File: src/rtl/vend_ctrl.sv
// vend_ctrl: sequencing controller for the vending machine price datapath.
// Accumulates coins into a 4-bit credit (5-cent units), vends once the
// credit reaches PRICE, and returns change or cancel refunds one unit at a
// time over a valid/ready handshake.
//
// Ports:
//   i_clk, i_rst      clock (rising edge), async active-high reset
//   i_coin_5/10/20    1-cycle coin pulses (+1/+2/+4 units)
//   i_cancel          1-cycle pulse: refund current credit
//   i_change_ready    coin-return mechanism accepts one unit
//   o_credit          current credit in units
//   o_vend            1-cycle pulse: release item
//   o_change_valid    one unit offered for return
//   o_change_cnt      units still to return
//   o_accept          high only in IDLE (coins counted only then)
//   o_coin_err        1-cycle pulse: a coin pulse was rejected
module vend_ctrl #(
    parameter int PRICE = 4
) (
    input  logic       i_clk,
    input  logic       i_rst,
    input  logic       i_coin_5,
    input  logic       i_coin_10,
    input  logic       i_coin_20,
    input  logic       i_cancel,
    input  logic       i_change_ready,
    output logic [3:0] o_credit,
    output logic       o_vend,
    output logic       o_change_valid,
    output logic [3:0] o_change_cnt,
    output logic       o_accept,
    output logic       o_coin_err
);

    typedef enum logic [1:0] {
        S_IDLE,
        S_VEND,
        S_RETURN
    } state_t;

    localparam logic [3:0] PRICE_U = 4'(PRICE);

    state_t     state_q, state_d;
    logic [3:0] credit_q, credit_d;
    logic [3:0] cnt_q, cnt_d;
    logic       vend_q, vend_d;
    logic       err_q, err_d;

    logic       coin_any, coin_multi;
    logic [3:0] coin_val;
    logic [3:0] cand;
    logic [3:0] sub_a;
    logic [3:0] diff;
    logic       borrow;
    logic       valid;

    always_comb begin
        coin_val = '0;
        unique case ({i_coin_20, i_coin_10, i_coin_5})
            3'b001:  coin_val = 4'd1;
            3'b010:  coin_val = 4'd2;
            3'b100:  coin_val = 4'd4;
            default: coin_val = '0;
        endcase
    end

    assign coin_any   = i_coin_5 | i_coin_10 | i_coin_20;
    assign coin_multi = (i_coin_5 & i_coin_10) | (i_coin_5 & i_coin_20) |
                        (i_coin_10 & i_coin_20);

    assign cand = credit_q + coin_val;

    // One shared subtractor: in IDLE it tests the candidate credit against
    // the price (borrow), in VEND it produces the change (diff).
    assign sub_a = (state_q == S_VEND) ? credit_q : cand;
    assign {borrow, diff} = {1'b0, sub_a} - {1'b0, PRICE_U};

    assign valid = (state_q == S_RETURN) && (cnt_q != '0);

    always_ff @(posedge i_clk or posedge i_rst) begin
        if (i_rst) begin
            state_q  <= S_IDLE;
            credit_q <= '0;
            cnt_q    <= '0;
            vend_q   <= 1'b0;
            err_q    <= 1'b0;
        end else begin
            state_q  <= state_d;
            credit_q <= credit_d;
            cnt_q    <= cnt_d;
            vend_q   <= vend_d;
            err_q    <= err_d;
        end
    end

    always_comb begin
        state_d  = state_q;
        credit_d = credit_q;
        cnt_d    = cnt_q;
        vend_d   = 1'b0;
        err_d    = 1'b0;

        unique case (state_q)
            S_IDLE: begin
                if (i_cancel) begin
                    // Cancel wins; any coin in the same cycle is rejected.
                    err_d = coin_any;
                    if (credit_q != '0) begin
                        cnt_d    = credit_q;
                        credit_d = '0;
                        state_d  = S_RETURN;
                    end
                end else if (coin_multi) begin
                    err_d = 1'b1;
                end else if (coin_any) begin
                    credit_d = cand;
                    if (!borrow) begin
                        vend_d  = 1'b1;
                        state_d = S_VEND;
                    end
                end
            end

            S_VEND: begin
                err_d    = coin_any;
                cnt_d    = diff;
                credit_d = '0;
                state_d  = (diff != '0) ? S_RETURN : S_IDLE;
            end

            S_RETURN: begin
                err_d = coin_any;
                if (valid && i_change_ready) begin
                    cnt_d = cnt_q - 4'd1;
                    if (cnt_q == 4'd1) begin
                        state_d = S_IDLE;
                    end
                end
            end

            default: begin
                state_d = S_IDLE;
            end
        endcase
    end

    assign o_credit       = credit_q;
    assign o_vend         = vend_q;
    assign o_change_cnt   = cnt_q;
    assign o_coin_err     = err_q;
    assign o_change_valid = valid;
    assign o_accept       = (state_q == S_IDLE);

endmodule

File: config.mk
export PLATFORM = sky130hd
export DESIGN_NAME = vend_ctrl
export DESIGN_NICKNAME = d
export VERILOG_FILES = /design/src/rtl/vend_ctrl.sv
export SDC_FILE = /design/constraint.sdc
export NUM_CORES = 1
export LEC_CHECK = 0
export BUFFER_PORTS_ARGS = -buffer_cell sky130_fd_sc_hd__buf_2
export CORE_MARGIN = 2
export CORE_UTILIZATION = 45
export DETAILED_ROUTE_END_ITERATION = 12
export GPL_ROUTABILITY_DRIVEN = 0
export GPL_TIMING_DRIVEN = 0
export PLACE_DENSITY = 0.78
export SKIP_CTS_REPAIR_TIMING = 1
export SYNTH_ARGS = -nofsm -noshare
export SYNTH_HDL_FRONTEND = slang
export SYNTH_SLANG_ARGS = --single-unit
export TNS_END_PERCENT = 10
File: constraint.sdc
create_clock -name i_clk -period 2.7 [get_ports i_clk]
set_clock_uncertainty 0.1 [all_clocks]
set_input_delay 0.135 -clock i_clk [delete_from_list [all_inputs] [get_ports i_clk]]
set_output_delay 0.135 -clock i_clk [all_outputs]
set_load 0.005 [all_outputs]
==> results of run 1 <==
[cell usage in the layout, fill, tap and decap left out, drive strengths merged, types with 2 or more instances in the layout]
cell type	n
mux2	5
nor3	8
buf	20
dfrtp	12
xor2	4
mux2i	2
nand3	2
nand2b	4
nor3b	2
clkbuf	4
inv	12
nand2	5
a31oi	3
a21oi	7
o21ai	2
nor2	6
a21o	3
ha	12
[area by class of cell]
cell class,count,area share (%)
tap,28,2.87
clock buffer,3,1.84
timing repair buffer,19,8.20
inverter,12,3.69
buffer,3,1.43
sequential,12,24.6
multi-input combinational,86,57.4
[cell families after synthesis]
kind of cell             count (synthesis)
AO/OA/AOI/OAI                           27
XOR/XNOR                                 5
adder cells (fa/ha/maj)                 13
buffers and inverters                   15
flip-flops                              12
multiplexers                             7
AND/OR/NAND/NOR                         34
[critical path: stages (launching register included)]
cell	delay, ns
dfrtp_1	0.47
ha_1	0.33
a21o_1	0.18
a21o_1	0.20
nand2b_1	0.09
xor2_1	0.23
ha_1	0.28
a31oi_1	0.16
o21ai_0	0.10
mux2_4	0.27
[power groups by stage]
stage	combinational, uW	sequential (uW)	clock [uW]
after floorplan	650	317	0
after global placement	820	327	0
after detailed placement	846	331	0
after CTS	853	327	109
after global routing	953	338	122
final	853	326	108
[path summary, 6_finish.rpt]
| check | from | end | slack (ns) | cells after the start |
|---|---|---|---|---|
| hold reg to reg | o_credit[3] | o_credit[3] | 0.53 | 1 |
| max in group asynchronous | i_rst | o_change_cnt[1] | 1.87 | 3 |
| min in group asynchronous | i_rst | o_change_cnt[2] | 0.31 | 3 |
| setup reg to reg | o_credit[1] | o_change_cnt[3] | 0.17 | 9 |
| hold / removal | i_cancel | o_vend | 0.12 | 3 |
| setup / recovery | o_credit[1] | o_change_cnt[3] | 0.17 | 9 |
[cell usage after synthesis, types with 2 or more instances]
cell type	number	area (um^2)
inv_1	12	45.0
a21o_1	3	22.5
nand2b_1	4	25.0
a21oi_1	7	35.0
ha_1	12	150
mux2_4	5	75.1
o21ai_0	2	10.0
a31oi_1	3	18.8
dfrtp_1	12	300
nand2_1	4	15.0
nor3_1	8	40.0
nor2_1	6	22.5
mux2i_1	2	20.0
nand3_1	2	10.0
xor2_1	4	35.0
[per-layer routing]
metal	vias to the layer above	global-route usage [%]
li1	447	-
met1	427	22.2
met2	25	33.8
met3	6	2.00
met4	0	8.12
met5	-	0
[registers in the layout, summed over array words and instances, names as in the netlist]
| register | count |
|---|---|
| o_change_cnt | 4 |
| o_credit | 4 |
| state_q | 2 |
| o_vend | 1 |
| o_coin_err | 1 |
[through the flow]
step                cells  hold slack [ns]  area [um^2]
CTS                   162           -0.203         1210
global placement      159           0.0558         1190
finish                163            0.117         1220
global route          163            0.144         1220
floorplan             113           -0.100         1060
detailed placement    159           0.0850         1190
==> summary.md, run 1 <==
| Metric | Value |
|---|---|
| Area delta synth->final | 15.0% |
| Relative slew slack | a little over three fifths |
| Seq pwr share | 25.4% |
| Max VDD drop | 434 uV |
| Reg area | 300 um^2 |
| Met2 Wirelength | about 1.1 mm |
| Pin count of the biggest net entering global routing | 13 |
| Top_reg_cell synth | dfrtp_1 |
| Multi-input gate area | ~700 um^2 |
| Setup-failing EPs final | 0 |
| CTS sink count | 12 |
| Slew of the pin with the lowest slew margin | around 0.55 ns |
| Post-synthesis net count | 133 |
| Post-layout util | between 50% and 60% |
| Row count | 17 |
| WS Path Type | register to register |
| Worst Setup End Kind | register |
| N_diodes | 0 |
| Status | finished clean |
| Power Internal | roughly 710 uW |
| FMAX | just under 400 MHz |
| Die Area | between 2000 and 3000 um^2 |
| Die width | between 50 and 60 um |
| First-pass GRT wire length | approximately 3.8 mm |
| Post-synthesis adder-cell area fraction | between 10% and 20% |
| Max clock buf depth | 2 |
| Routed Antenna Nets | 0 |
| Nets | about 160 |
| Max Slew Vio Count | 0 |
| Vias in the first global route | just under 900 |
| Data required, critical path | 2.76 ns |
| PwrDens | between 1000 and 1500 nW/um^2 |
| Max-Cap Viols | 0 |
| Total Power | roughly 1300 uW |
| Starting Density | 48.0% |
| Total GRT Usage | between 10% and 20% |
| CP max FO | 7 |
| Combinational Power Share | 66.3% |
| WL per Instance | about 14 um |
| DP HPWL | ~1.8 mm |
| Post-synthesis xor/xnor area fraction | a little over 4% |
| Wl on met1 | around 970 um |
| Mapped Cells | 113 |
| Switching part of the total | ~45% |
| Min Clock Period, post-route | between 2 and 3 ns |
| Worst-skew pair later-pin latency | about 0.27 ns |
| Synth Area in Compound Gates | ~18% |
| Layout cells sized above 1 | 25.9% |
| Synth Register Bits | 12 |
| Avg Cell Area, Syn | approximately 9.4 um^2 |
| Fin worst setup slack | 0.171 ns |
| Initial antenna violation count | 0 |
| RSZ-0062 raised after global routing | no |
| Post-synth EDFFs | 0 |
| Synth Area in Simple Gates | a little under a fifth |
| Max Used Layer | met4 |
| Ports | 19 |
| Synth unique cells | between 40 and 50 |
| Arrival @ worst endpoint | around 2.6 ns |
| 1st-pass router iterations | 4 |
| Setup TNS | 0 ns |
| Synth async-reset ratio | 100% |
| # fillers | ~220 |
| YS warnings | 0 |
| Die Ht | 52.6 um |
| Min-Delay Path Class | primary input to register |
| Grt total ovfl | 0 |
| P_leak | around 0.00064 uW |
| Reg clk slew, reported paths | approximately 0.070 ns |
| Sw power | 574 uW |
| Vias | just over 900 |
| TritonCTS clock tree | done |
| Met3 routed WL | about 95 um |
| Post-synthesis sequential area ratio | between 20% and 30% |
| Mux cell area share after synthesis | between 8 and 9% |
| Place WS | ~0.13 ns |
| Drt drc | 0 |
| Vias/cell | 5.55 |
| CTS buffer count | 3 |
| # port buffers | 18 |
| Mapped Area | approximately 1100 um^2 |
| Worst setup SP type | register |
| Tcrit/Tclk final | between 90% and 100% |
| Main combinational cell family by area after synthesis | compound AO/OA/AOI/OAI gates |
| WL final | 2.26 mm |
| Clock root cell | clkbuf_4 |
| Clock power share | between 8 and 9% |
| Initial DRC count | 12 |
| Final Hold Viols | 0 |
| Core area | between 2000 and 2500 um^2 |
| # H-tree levels | 1 |
No activity file was read; power rests on OpenSTA's default activity.
==> run 2, diff against run 1 <==
--- a/config.mk
+++ b/config.mk
@@ -6,12 +6,15 @@
 export NUM_CORES = 1
 export LEC_CHECK = 0
 export BUFFER_PORTS_ARGS = -buffer_cell sky130_fd_sc_hd__buf_2
+export CELL_PAD_IN_SITES_DETAIL_PLACEMENT = 0
+export CELL_PAD_IN_SITES_GLOBAL_PLACEMENT = 2
 export CORE_MARGIN = 2
-export CORE_UTILIZATION = 45
+export CORE_UTILIZATION = 33
+export CTS_BUF_LIST = sky130_fd_sc_hd__clkbuf_16
 export DETAILED_ROUTE_END_ITERATION = 12
 export GPL_ROUTABILITY_DRIVEN = 0
 export GPL_TIMING_DRIVEN = 0
-export PLACE_DENSITY = 0.78
+export PLACE_DENSITY = 0.88
 export SKIP_CTS_REPAIR_TIMING = 1
 export SYNTH_ARGS = -nofsm -noshare
 export SYNTH_HDL_FRONTEND = slang
==> summary.md, run 2 (synthesized netlist as in run 1, its figures left out) <==
| Metric | Value |
|---|---|
| Worst Setup End Kind | register |
| First-pass GRT wire length | a little under 4 mm |
| WL per Instance | 13.0 um |
| Power Internal | ~860 uW |
| Ports | 19 |
| Switching part of the total | between 40% and 50% |
| Initial DRC count | 35 |
| Core area | roughly 3000 um^2 |
| Initial antenna violation count | 0 |
| Met2 Wirelength | approximately 1.1 mm |
| Worst r2r dst | o_change_cnt[3] |
| Seq pwr share | between 20 and 25% |
| Row count | 20 |
| CP max FO | 10 |
| Tcrit/Tclk final | between 90 and 100% |
| Pin count of the biggest net entering global routing | 13 |
| PwrDens | roughly 1100 nW/um^2 |
| Max clock buf depth | 2 |
| Worst setup SP type | register |
| Max VDD drop | between 200 and 300 uV |
| # port buffers | 18 |
| # H-tree levels | 1 |
| Worst-skew pair later-pin latency | 0.24 ns |
| Nets | between 150 and 200 |
| Worst path cell trace | inv_1 -> ha_1 -> clkbuf_1 -> nand2b_1 -> xor2_1 -> ha_1 -> a31oi_1 -> o21ai_0 -> mux2_4 |
| Slew of the pin with the lowest slew margin | 0.583 ns |
| Most common cell after layout, fill and taps aside | buf_2 |
| Final instance area | between 1000 and 1500 um^2 |
| Max Used Layer | met4 |
| Relative slew slack | about three fifths |
| Die Ht | between 60 and 70 um |
| Vias in the first global route | 847 |
| Wl on met1 | roughly 1.1 mm |
| DP HPWL | about 1.8 mm |
| Reg2reg setup slack | 0.22 ns |
| Commonest cells after routing, fill and taps aside | buf_2, inv_1, ha_1, dfrtp_1, nor3_1 |
| Layout cells sized above 1 | 25.7% |
| Die Area | roughly 3700 um^2 |
| Sw power | 598 uW |
| Clock power share | 19.2% |
| Final Hold Viols | 0 |
| Critical Path Start | state_q[1] |
| Min Clock Period, post-route | roughly 2.5 ns |
| TritonCTS clock tree | done |
| DP Area | between 1000 and 1500 um^2 |
| Setup TNS | 0 ns |
| Data required, critical path | ~2.7 ns |
| Max-Cap Viols | 0 |
| Critical path endpoint | o_change_cnt[3] |
| Combinational Power Share | about three fifths |
| Area delta synth->final | 22.1% |
| CTS buffer count | 3 |
| Die width | between 60 and 70 um |
| Clock root cell | clkbuf_16 |
| P_leak | 0.000658 uW |
| FMAX | slightly above 400 MHz |
| Vias | 879 |
| Cell mode on critical path | ha_1 |
| Drt drc | 0 |
| CTS sink count | 12 |
| Critical path's slowest cell | dfrtp_1 |
| RR Startpoint | state_q[1] |
| Reg clk slew, reported paths | roughly 0.05 ns |
| Status | finished clean |
| Starting Density | between 30% and 40% |
| WS Path Type | register to register |
| Routed Antenna Nets | 0 |
| Max Slew Vio Count | 0 |
| Vias/cell | 4.88 |
| Met3 routed WL | roughly 110 um |
| N_diodes | 0 |
| WL final | 2.34 mm |
| Setup-failing EPs final | 0 |
| Reg2Reg Depth | 9 |
| Arrival @ worst endpoint | about 2.5 ns |
| 1st-pass router iterations | 4 |
| Min-Delay Path Class | primary input to register |
| Grt total ovfl | 0 |
| RSZ-0062 raised after global routing | no |
| Total GRT Usage | between 10 and 15% |
| Slowest cell delay on critical path | roughly 0.41 ns |
run 2: metal layers:
layer  track usage, %  vias to the layer above
met3             2.56                        5
met1             18.3                      403
met5                0                        -
met2             24.9                       21
met4             7.45                        0
li1                 -                      450
run 2: stage by stage:
step / power (uW) / setup slack [ns] / utilization, % / instances / hold WS (ns)
after global routing: 1590 / 0.0490 / 42.5 / 180 / 0.180
after detailed placement: 1180 / 0.119 / 39.5 / 175 / 0.0827
after global placement: 1170 / 0.131 / 39.5 / 175 / 0.0622
final: 1460 / 0.221 / 42.5 / 180 / 0.150
after CTS: 1470 / 0.141 / 42.1 / 179 / -0.177
after floorplan: 967 / 0.374 / - / 113 / -0.100
run 2: worst min-delay path by stage:
stage	startpoint	end	slack, ns	cells past startpoint
after floorplan	i_rst	o_change_cnt[0]	-0.10	1
after global placement	i_rst	o_credit[2]	0.06	2
after detailed placement	i_rst	o_credit[3]	0.08	2
after CTS	i_rst	o_change_cnt[3]	-0.18	2
after global routing	i_coin_20	o_coin_err	0.18	3
final	i_coin_20	o_coin_err	0.15	3
run 2: power groups by stage:
stage	clock network, uW	registers (uW)	logic (uW)
2_1_floorplan	0	317	650
3_3_place_gp	0	331	841
3_5_place_dp	0	332	848
4_1_cts	284	329	856
5_1_grt	291	343	957
6_report	279	326	852
run 2: cell type report:
class / instances / area [um^2]
clock buffer: 3 / 75.1
fill: 338 / 1760
sequential: 12 / 302
inverter: 12 / 45.0
clock inverter: 1 / 3.75
multi-input combinational: 86 / 701
tap: 44 / 55.1
timing repair buffer: 19 / 100
buffer: 3 / 16.3
run 2: worst max-delay path: cells and delay by family (launching register included):
kind	cells	cell delay [ns]
flip-flops	1	0.41
buffers and inverters	2	0.44
adder cells (fa/ha/maj)	2	0.50
multiplexers	1	0.27
AO/OA/AOI/OAI	2	0.27
AND/OR/NAND/NOR	1	0.17
XOR/XNOR	1	0.20
==> run 3, diff against run 2 <==
--- a/config.mk
+++ b/config.mk
@@ -14,7 +14,7 @@
 export DETAILED_ROUTE_END_ITERATION = 12
 export GPL_ROUTABILITY_DRIVEN = 0
 export GPL_TIMING_DRIVEN = 0
-export PLACE_DENSITY = 0.88
+export PLACE_DENSITY = 0.83
 export SKIP_CTS_REPAIR_TIMING = 1
 export SYNTH_ARGS = -nofsm -noshare
 export SYNTH_HDL_FRONTEND = slang
==> summary.md, run 3 (synthesized netlist as in run 1, its figures left out) <==
| Metric | Value |
|---|---|
| Status | finished clean |
| Clock power share | 18.6% |
| Worst setup SP type | register |
| Ports | 19 |
| Reg area | approximately 300 um^2 |
| Reg clk slew, reported paths | 0.04 ns |
| CP max FO | 7 |
| Fin worst setup slack | about 0.22 ns |
| Combinational Power Share | between 50% and 60% |
| Total GRT Usage | between 10 and 15% |
| Max VDD drop | about 280 uV |
| CTS sink count | 12 |
| Commonest cells after routing, fill and taps aside | buf_2, inv_1, ha_1, dfrtp_1, nor3_1 |
| Setup TNS | 0 ns |
| Arrival @ worst endpoint | approximately 2.5 ns |
| First-pass GRT wire length | roughly 3.9 mm |
| Worst path cell trace | ha_1 -> a21o_1 -> a21o_1 -> nand2b_1 -> xor2_1 -> ha_1 -> a31oi_1 -> o21ai_0 -> mux2_4 |
| Sw power | 583 uW |
| Vias | between 800 and 900 |
| Clock root cell | clkbuf_16 |
| Row count | 20 |
| Worst Setup End Kind | register |
| WS Path Type | register to register |
| Multi-input gate area | approximately 700 um^2 |
| Post-layout util | 42.4% |
| N_diodes | 0 |
| Area delta synth->final | 21.8% |
| Routed Antenna Nets | 0 |
| 1st-pass router iterations | 4 |
| Final Hold Viols | 0 |
| Die Ht | 60.7 um |
| Max-Cap Viols | 0 |
| FMAX | slightly above 400 MHz |
| WL final | roughly 2.3 mm |
| Initial antenna violation count | 0 |
| Data required, critical path | 2.72 ns |
| Setup-failing EPs final | 0 |
| Die width | ~61 um |
| Starting Density | between 30% and 40% |
| Grt total ovfl | 0 |
| Seq pwr share | 22.8% |
| Max Slew Vio Count | 0 |
| Max clock buf depth | 2 |
| Slowest cell delay on critical path | 0.46 ns |
| Drt drc | 0 |
| Min Clock Period, post-route | approximately 2.5 ns |
| TritonCTS clock tree | done |
| Finished Layout Cells | 179 |
| DP HPWL | 1.80 mm |
| Die Area | 3690 um^2 |
| PwrDens | ~1100 nW/um^2 |
| Nets | between 150 and 200 |
| Tcrit/Tclk final | 92.0% |
| Place WS | 0.0765 ns |
| Top delay family on crit path | compound AO/OA/AOI/OAI gates |
| Switching part of the total | around 40% |
| WL per Instance | ~13 um |
| RSZ-0062 raised after global routing | no |
| Worst-skew pair later-pin latency | 0.24 ns |
| Pin count of the biggest net entering global routing | 13 |
| Critical path's slowest cell | dfrtp_1 |
| P_leak | approximately 0.00066 uW |
| # port buffers | 18 |
| Most common cell after layout, fill and taps aside | buf_2 |
| # H-tree levels | 1 |
| Vias in the first global route | about 800 |
| Initial DRC count | 39 |
| Relative slew slack | a little over three fifths |
| Dpl cells | approximately 180 |
| Layout cells sized above 1 | ~26% |
| Total Power | between 1000 and 1500 uW |
| Core area | roughly 3000 um^2 |
| Min-Delay Path Class | primary input to register |
| CP Buf/Inv Count | 0 |
| Slew of the pin with the lowest slew margin | roughly 0.55 ns |
| Vias/cell | around 4.9 |
| # fillers | around 340 |
| Power Internal | 856 uW |
| CTS buffer count | 3 |
## run 3: cell types whose count changed in the layout (fill, tap and decap cells not counted), sizes merged
cell and delta:
clkinv -1
## run 3: worst register-to-register path, stage by stage, from the launching register on
cell and delay (ns):
dfrtp_1 0.46, ha_1 0.33, a21o_1 0.18, a21o_1 0.19
nand2b_1 0.08, xor2_1 0.20, ha_1 0.26, a31oi_1 0.19
o21ai_0 0.11, mux2_4 0.27
## run 3: worst paths after layout
kind,endpoint,cells after the start,slack [ns],from
setup / recovery,o_change_cnt[3],9,0.22,o_credit[1]
hold / removal,o_vend,3,0.17,i_cancel
setup reg to reg,o_change_cnt[3],9,0.22,o_credit[1]
hold reg to reg,o_credit[3],1,0.51,o_credit[3]
max in group asynchronous,o_credit[0],3,1.78,i_rst
min in group asynchronous,o_credit[3],3,0.36,i_rst
## run 3: cell type report
cell class | count | share of cell area (%)
buffer | 3 | 1.26
tap | 44 | 4.26
multi-input combinational | 86 | 54.2
sequential | 12 | 23.3
clock buffer | 3 | 5.80
inverter | 12 | 3.48
timing repair buffer | 19 | 7.74
## run 3: metrics by stage
| step | instance area, um^2 | hold slack [ns] |
|---|---|---|
| floorplan | 1060 | -0.100 |
| global placement | 1210 | 0.0716 |
| detailed placement | 1210 | 0.0819 |
| CTS | 1280 | -0.167 |
| global route | 1290 | 0.192 |
| finish | 1290 | 0.169 |
## run 3: layer usage
layer | vias to the layer above | global-route usage (%) | part of all wire, %
met3 | 2 | 2.56 | 3.5
met2 | 15 | 22.9 | 46
li1 | 454 | - | -
met5 | - | 0 | 0
met4 | 0 | 5.59 | 1.5
met1 | 409 | 18.7 | 49
## run 3: power groups by stage
stage / clock [uW] / sequential, uW / combinational [uW]
6_report: 267 / 328 / 844
5_1_grt: 280 / 342 / 966
4_1_cts: 270 / 328 / 856
3_5_place_dp: 0 / 330 / 853
3_3_place_gp: 0 / 328 / 842
2_1_floorplan: 0 / 317 / 650
